===== src/rtl/load_extract_unit_pkg.sv =====
// Shared encodings for the load path: funct3 load opcodes, load-unit FSM states,
// and small helpers for decoding a request.
package load_extract_unit_pkg;

  localparam logic [2:0] FNC_LB  = 3'b000;
  localparam logic [2:0] FNC_LH  = 3'b001;
  localparam logic [2:0] FNC_LW  = 3'b010;
  localparam logic [2:0] FNC_LBU = 3'b100;
  localparam logic [2:0] FNC_LHU = 3'b101;

  localparam logic [2:0] ST_IDLE = 3'd0;
  localparam logic [2:0] ST_RD0  = 3'd1;
  localparam logic [2:0] ST_RD1  = 3'd2;
  localparam logic [2:0] ST_CAP  = 3'd3;
  localparam logic [2:0] ST_ERR  = 3'd4;

  function automatic logic fnc_legal(input logic [2:0] f);
    case (f)
      FNC_LB, FNC_LH, FNC_LW, FNC_LBU, FNC_LHU: return 1'b1;
      default:                                  return 1'b0;
    endcase
  endfunction

  // A load crosses when its bytes spill past the end of the addressed word.
  function automatic logic fnc_crosses(input logic [2:0] f, input logic [1:0] off);
    case (f)
      FNC_LW:          return off != 2'd0;
      FNC_LH, FNC_LHU: return off == 2'd3;
      default:         return 1'b0;
    endcase
  endfunction

endpackage


===== src/rtl/load_extract_unit_align_ext.sv =====
// Combinational extract/extend: picks the addressed byte, halfword or word out of
// a two-word window and sign- or zero-extends it to 32 bits.
module load_align_ext
  import load_extract_unit_pkg::*;
(
  input  logic [63:0] data_in,
  input  logic [1:0]  off,
  input  logic [2:0]  funct3,
  output logic [31:0] data_out
);

  logic [31:0] window;

  always_comb begin
    window = 32'(data_in >> {off, 3'b000});
    case (funct3)
      FNC_LB:  data_out = {{24{window[7]}}, window[7:0]};
      FNC_LBU: data_out = {24'h0, window[7:0]};
      FNC_LH:  data_out = {{16{window[15]}}, window[15:0]};
      FNC_LHU: data_out = {16'h0, window[15:0]};
      default: data_out = window;
    endcase
  end

endmodule


===== src/rtl/load_extract_unit.sv =====
// Memory-stage load unit: issues one or two BRAM word reads per load, merges
// word-crossing loads and returns a registered, extended result.
//
// state | meaning
// IDLE  | ready for a request
// RD0   | first word read in flight; issue second read if crossing
// RD1   | capture low word, high word read in flight
// CAP   | extract/extend and register the response
// ERR   | one-cycle error response, no BRAM access
module load_extract_unit
  import load_extract_unit_pkg::*;
#(
  parameter int ADDR_W      = 14,
  parameter bit MISALIGN_EN = 1'b1
) (
  input  logic              clk,
  input  logic              rst_n,
  input  logic              flush,
  input  logic              req_valid,
  output logic              req_ready,
  input  logic [31:0]       req_addr,
  input  logic [2:0]        req_funct3,
  output logic              mem_en,
  output logic [ADDR_W-1:0] mem_addr,
  input  logic [31:0]       mem_dout,
  output logic              resp_valid,
  output logic [31:0]       resp_data,
  output logic              resp_err,
  output logic              busy
);

  logic [2:0]        state_q, state_d;
  logic [ADDR_W-1:0] wa_q, wa_d;
  logic [1:0]        off_q, off_d;
  logic [2:0]        funct3_q, funct3_d;
  logic              cross_q, cross_d;
  logic [31:0]       lo_q, lo_d;
  logic              mem_en_q, mem_en_d;
  logic [ADDR_W-1:0] mem_addr_q, mem_addr_d;
  logic              resp_valid_q, resp_valid_d;
  logic [31:0]       resp_data_q, resp_data_d;
  logic              resp_err_q, resp_err_d;

  logic              req_cross;
  logic [63:0]       merged;
  logic [31:0]       extracted;
  logic              unused_addr_hi;

  // Byte address bits above the BRAM's reach are ignored.
  assign unused_addr_hi = ^req_addr[31:ADDR_W+2];

  assign req_cross = fnc_crosses(req_funct3, req_addr[1:0]);
  assign merged    = cross_q ? {mem_dout, lo_q} : {32'h0, mem_dout};

  load_align_ext u_align (
    .data_in  (merged),
    .off      (off_q),
    .funct3   (funct3_q),
    .data_out (extracted)
  );

  always_comb begin
    state_d      = state_q;
    wa_d         = wa_q;
    off_d        = off_q;
    funct3_d     = funct3_q;
    cross_d      = cross_q;
    lo_d         = lo_q;
    mem_en_d     = 1'b0;
    mem_addr_d   = mem_addr_q;
    resp_valid_d = 1'b0;
    resp_data_d  = resp_data_q;
    resp_err_d   = 1'b0;

    case (state_q)
      ST_IDLE: begin
        if (req_valid) begin
          wa_d     = req_addr[ADDR_W+1:2];
          off_d    = req_addr[1:0];
          funct3_d = req_funct3;
          cross_d  = req_cross;
          if (!fnc_legal(req_funct3) || (req_cross && !MISALIGN_EN)) begin
            state_d = ST_ERR;
          end else begin
            mem_en_d   = 1'b1;
            mem_addr_d = req_addr[ADDR_W+1:2];
            state_d    = ST_RD0;
          end
        end
      end
      ST_RD0: begin
        if (cross_q) begin
          mem_en_d   = 1'b1;
          mem_addr_d = wa_q + ADDR_W'(1);
          state_d    = ST_RD1;
        end else begin
          state_d = ST_CAP;
        end
      end
      ST_RD1: begin
        lo_d    = mem_dout;
        state_d = ST_CAP;
      end
      ST_CAP: begin
        resp_valid_d = 1'b1;
        resp_data_d  = extracted;
        state_d      = ST_IDLE;
      end
      ST_ERR: begin
        resp_valid_d = 1'b1;
        resp_err_d   = 1'b1;
        resp_data_d  = 32'h0;
        state_d      = ST_IDLE;
      end
      default: state_d = ST_IDLE;
    endcase

    // Abort wins over everything; the last response stays on resp_data.
    if (flush) begin
      state_d      = ST_IDLE;
      mem_en_d     = 1'b0;
      mem_addr_d   = mem_addr_q;
      resp_valid_d = 1'b0;
      resp_err_d   = 1'b0;
      resp_data_d  = resp_data_q;
    end
  end

  always_ff @(posedge clk) begin
    if (!rst_n) begin
      state_q      <= ST_IDLE;
      wa_q         <= '0;
      off_q        <= '0;
      funct3_q     <= '0;
      cross_q      <= 1'b0;
      lo_q         <= '0;
      mem_en_q     <= 1'b0;
      mem_addr_q   <= '0;
      resp_valid_q <= 1'b0;
      resp_data_q  <= '0;
      resp_err_q   <= 1'b0;
    end else begin
      state_q      <= state_d;
      wa_q         <= wa_d;
      off_q        <= off_d;
      funct3_q     <= funct3_d;
      cross_q      <= cross_d;
      lo_q         <= lo_d;
      mem_en_q     <= mem_en_d;
      mem_addr_q   <= mem_addr_d;
      resp_valid_q <= resp_valid_d;
      resp_data_q  <= resp_data_d;
      resp_err_q   <= resp_err_d;
    end
  end

  assign req_ready  = rst_n && (state_q == ST_IDLE);
  assign busy       = (state_q != ST_IDLE);
  assign mem_en     = mem_en_q;
  assign mem_addr   = mem_addr_q;
  assign resp_valid = resp_valid_q;
  assign resp_data  = resp_data_q;
  assign resp_err   = resp_err_q;

endmodule


===== config.mk =====
export PLATFORM = sky130hd
export DESIGN_NAME = load_extract_unit
export DESIGN_NICKNAME = d
export VERILOG_FILES = /design/src/rtl/load_extract_unit_pkg.sv /design/src/rtl/load_extract_unit_align_ext.sv /design/src/rtl/load_extract_unit.sv
export SDC_FILE = /design/constraint.sdc
export NUM_CORES = 1
export LEC_CHECK = 0
export ABC_AREA = 1
export BUFFER_PORTS_ARGS = -buffer_cell sky130_fd_sc_hd__buf_4
export CAP_MARGIN = 0
export CORE_UTILIZATION = 60
export CTS_CLUSTER_DIAMETER = 60
export DETAILED_ROUTE_END_ITERATION = 16
export HOLD_SLACK_MARGIN = 0.03
export PLACE_DENSITY = 0.91
export SETUP_SLACK_MARGIN = 0.3
export SLEW_MARGIN = 10
export SYNTH_ARGS = -nofsm -noshare
export SYNTH_HDL_FRONTEND = slang
export SYNTH_HIERARCHICAL = 1
export SYNTH_SLANG_ARGS = --single-unit
export TNS_END_PERCENT = 50

===== constraint.sdc =====
create_clock -name clk -period 3.3 [get_ports clk]
set_input_delay 0.66 -clock clk [delete_from_list [all_inputs] [get_ports clk]]
set_output_delay 0.66 -clock clk [all_outputs]
set_load 0.05 [all_outputs]

Yosys cells after proc, flatten, opt, wreduce, memory -nomap -nowiden
Index checks and enable logic that the tools add are counted.
{"block": "word_totals", "in_bits": 71, "output_inout_bits": 51, "regBits": 104, "wordCells": 66}
{"block": "op_classes", "n_bitwise": 2, "n_mux": 21, "n_eq_ne": 15, "addsub": 1, "shift": 1, "n_reduce_logical": 15}
{"op": "case mux 32 bit (4 select lines)", "count": 1}
{"op": "2-to-1 mux 64 bit", "count": 1}
{"op": "case mux 32 bit (2 select lines)", "count": 1}
{"op": ">> shifter 64 x 5 -> 32 bit", "count": 1}
{"op": "2-to-1 mux 14 bit", "count": 3}
{"op": "case mux 14 bit (2 select lines)", "count": 1}
{"op": "== test 3 bit (second input constant)", "count": 5}
{"op": "adder 14 x 1 -> 14 bit (second input constant)", "count": 1}
{"op": "== test 3 x 1 -> 1 bit (second input constant)", "count": 3}
{"op": "== test 3 x 2 -> 1 bit (second input constant)", "count": 3}
{"op": "logical NOT 3 bit", "count": 3}
{"op": "2-to-1 mux 1 bit", "count": 9}
{"op": "case mux 3 bit (3 select lines)", "count": 1}
{"op": "2-to-1 mux 3 bit", "count": 2}
{"op": "!= test 2 bit (second input constant)", "count": 3}
{"op": "nonzero test 2 bit", "count": 3}
{"op": "OR reduction 2 bit", "count": 3}
{"op": "AND reduction 5 bit", "count": 1}
{"op": "OR reduction 5 bit", "count": 1}
{"op": "case mux 1 bit (2 select lines)", "count": 2}
{"op": "AND reduction 2 bit", "count": 2}
{"op": "nonzero test 3 bit", "count": 1}
{"op": "== test 2 bit (second input constant)", "count": 1}
{"op": "inverter 1 bit", "count": 2}
{"op": "logical AND 1 bit", "count": 1}

Depth between registers and ports, before layout
{"block": "logic_depth", "word_depth": 8, "depth_mapped": 12}

Hierarchy
The synthesis kept the hierarchy.
{"module": "load_extract_unit", "area_each_um2": 4743.3, "cells_per_inst": 701, "seq_area_each_um2": 2082.0, "n_inst": 1}
{"module": "load_align_ext", "area_each_um2": 1303.8, "cells_per_inst": 232, "seq_area_each_um2": 0.0, "n_inst": 1}

Worst setup path after synthesis
OpenSTA, ideal clock, no wires.
{"block": "synth_path", "path_kind": "input -> output", "from": "in rst_n", "to": "out req_ready", "cell_stages": 3, "path_buffers": 1, "t_arrival_ps": 1576, "slack_ps": 1064, "cell_sequence": "inv_1 -> clkbuf_1 -> nor2_1"}
{"block": "synth_via", "elab_chain_len": 1}
{"item": "start, declared", "line": "load_extract_unit.sv:17", "rtl": "input logic rst_n,"}
{"item": "logical AND 1 bit", "line": "load_extract_unit.sv:157", "rtl": "assign req_ready = rst_n && (state_q == ST_IDLE);"}
{"item": "end, declared", "line": "load_extract_unit.sv:20", "rtl": "output logic req_ready,"}
Every way passes these cells.

Final worst setup path
{"block": "layout_path", "from": "reg off_q[1]", "to": "reg resp_data_q[28] (netlist: resp_data[28])"}
{"block": "layout_via", "elab_chain_len": 3}
{"item": "start, declared", "line": "load_extract_unit.sv:34", "rtl": "logic [1:0] off_q, off_d;"}
{"item": "start signal, assigned", "line": "load_extract_unit.sv:133", "rtl": "off_q <= '0;"}
{"item": "start signal, assigned", "line": "load_extract_unit.sv:145", "rtl": "off_q <= off_d;"}
{"item": ">> shifter 64 x 5 -> 32 bit", "line": "load_extract_unit_align_ext.sv:15", "rtl": "window = 32'(data_in >> {off, 3'b000});"}
{"item": "case mux 32 bit (4 select lines)", "line": "load_extract_unit_align_ext.sv:16", "rtl": "case (funct3)"}
{"item": "net extracted[28]", "line": "load_extract_unit.sv:46", "rtl": "logic [31:0] extracted;"}
{"item": "case mux 32 bit (2 select lines)", "line": "load_extract_unit.sv:75", "rtl": "case (state_q)"}
{"item": "end signal, assigned", "line": "load_extract_unit.sv:152", "rtl": "resp_data_q <= resp_data_d;"}
{"item": "end, declared", "line": "load_extract_unit.sv:41", "rtl": "logic [31:0] resp_data_q, resp_data_d;"}
The timed path passes the listed nets, and every way through them passes these cells.
A chain may end at the register's enable or synchronous reset.

==> results.ini <==
[route]
drc = 0
routed.top_layer = met4
drtPass1Iterations = 7
routed-via-count = 6215
wl_met1_mm = 6.96
wl_met2_mm = 7.11
vias_per_cell = 5.58
drt_first_iter_violations = 535
antenna_left = 0
met3WireLength_mm = 1.26
wl_per_cell_um = 14.2
wirelength_mm = 15.9

[cells_and_area]
final_cells = 1114
syn2layout_area_growth_pct = 13.9
final_nets = 1048
finalInstanceArea_um2 = 6820
final_layout_size_suffix_gt1_share_pct = 18.3
final_common_cell = nand2_1
fillers = 827
finish.utilization_pct = 70.1
n_antenna_cell = 0
mostFrequentLayoutCells = 230 x nand2_1, 122 x nand3_1, 113 x buf_4

[flow_run]
max-cap-violations = 0

[placed_design]
io_buffers = 105
gp_congestion = 0.906
place.detailed.hpwl_mm = 11.2
dp.cells = 1098
placed_area_um2 = 6610

[clock_network]
cts_tree = built
htreeDepth = 3
hold_buffers = 0
cts_buffers = 9
ctsResizeCount = 0
cts_setup_buffers = 0
clk_latency_ns = 0.37
cts-root-buf = clkbuf_8
clkSinkCount = 104
cts.clk_slew.worst_paths_ns = 0.10
clk_path_buf_depth = 2

[sta]
fin_skew_ns = 0.00740
drv_slew = 0
finalHoldViolations = 0
period_minus_slack_ns = 2.34
final-setup-viol-count = 0
slew_headroom_pct = 33.7
period_share_pct = 70.9
max_clock_freq_ghz = 0.427
fin_tns_setup_ns = 0
rsz0062_at_grt = no
worst_pin_slew_ns = 0.992

[die]
core_um2 = 9730
pin_count = 122
die_h_um = 102
die_w_um = 102
start_util_pct = 61.5
dieArea_um2 = 10400
rows = 36

[global_route]
track_usage_pct = 31.6
antenna_found_initial = 0
grt_pass1_wl_mm = 25.8
gr-total-overflow = 0
grt_max_degree = 65
grt_pass1_vias = 5422

[worst_setup_path]
rrSetupSlack_ns = 0.96
critPathCapture = resp_data[28]
end_kind = flip-flop
r2r_start = off_q[1]
worst_r2r_path_depth = 6
r2r_end = resp_data[28]
cp.arrival_ns = 2.64
required_ns = 3.60
startpoint = off_q[1]
worstSetupStartpointType = flip-flop
critical_path_class = flip-flop to flip-flop
path_max_fanout = 25

[logic_synthesis]
syn-num-nets = 989
yosysWarnings = 6
syn_area_per_cell_um2 = 6.53
syn_inst = 917
synth_area_um2 = 5990

[power_and_ir_drop]
ir_drop_mv = 0.315
clkPwrFrac_pct = 30.0
p_sw_share_pct = 33.0
p_seq_share_pct = 47.7
p_sw_uw = 933
p_leak_uw = 0.00308
p_int_uw = 1900
combPwrFrac_pct = 22.3
powerDensity_nw_per_um2 = 415
power.total_uw = 2830

[status]
status = complete, no violations

[worst_hold_path]
hp-class = flip-flop to flip-flop
holdCritStartpoint = resp_data[9]

==> power by group through the flow <==
stage | Combinational, µW | Clock [µW] | Sequential, µW
6_report | 631 | 850 | 1350
5_1_grt | 689 | 919 | 1360
4_1_cts | 617 | 859 | 1350
3_5_place_dp | 614 | 0 | 1380
3_3_place_gp | 603 | 0 | 1370
2_1_floorplan | 442 | 0 | 1400
==> worst max-delay path: stages, from the launching register on <==
cell and delay, ns:
dfxtp_1 0.77, inv_2 0.40, nand3_2 0.20, nand3_2 0.39
nand3_1 0.23, nand3_1 0.10, a21oi_1 0.18
==> metrics by stage <==
step / worst slack (ns) / hold WS, ns
floorplan: 1.06 / 0.444
finish: 0.959 / 0.468
detailed placement: 0.944 / 0.455
global placement: 0.992 / 0.454
CTS: 1.05 / 0.471
global route: 0.833 / 0.488
==> worst min-delay path by stage <==
| stage | endpoint | slack [ns] | depth (start not counted) |
|---|---|---|---|
| 6_report | resp_data[9] | 0.47 | 2 |
| 5_1_grt | resp_data[9] | 0.49 | 2 |
| 4_1_cts | resp_data[9] | 0.47 | 2 |
| 3_5_place_dp | resp_data[9] | 0.46 | 2 |
| 3_3_place_gp | resp_data[14] | 0.45 | 2 |
| 2_1_floorplan | wa_q[13] | 0.44 | 2 |
==> cell type report <==
type / count / area (µm²) / share of cell area [%]
clock buffer: 10 / 138 / 2.02
clock inverter: 6 / 76.3 / 1.12
inverter: 81 / 304 / 4.46
multi-input combinational: 667 / 3210 / 47.0
sequential: 104 / 2080 / 30.5
tap: 133 / 166 / 2.44
timing repair buffer: 113 / 848 / 12.4
==> layer usage <==
layer | vias to the layer above | GRT usage, %
met5 | - | 0
met4 | 0 | 12.0
met3 | 41 | 6.36
met2 | 280 | 50.5
met1 | 2778 | 42.3
li1 | 3116 | -
==> registers in the layout (all words and copies together), names as in the netlist <==
register and cells:
mem_addr 14, resp_data 32, lo_q 32, wa_q 14, resp_err 1, mem_en 1, state_q 3, resp_valid 1
off_q 2, funct3_q 3, cross_q 1
Power figures use the tool's default switching activity.
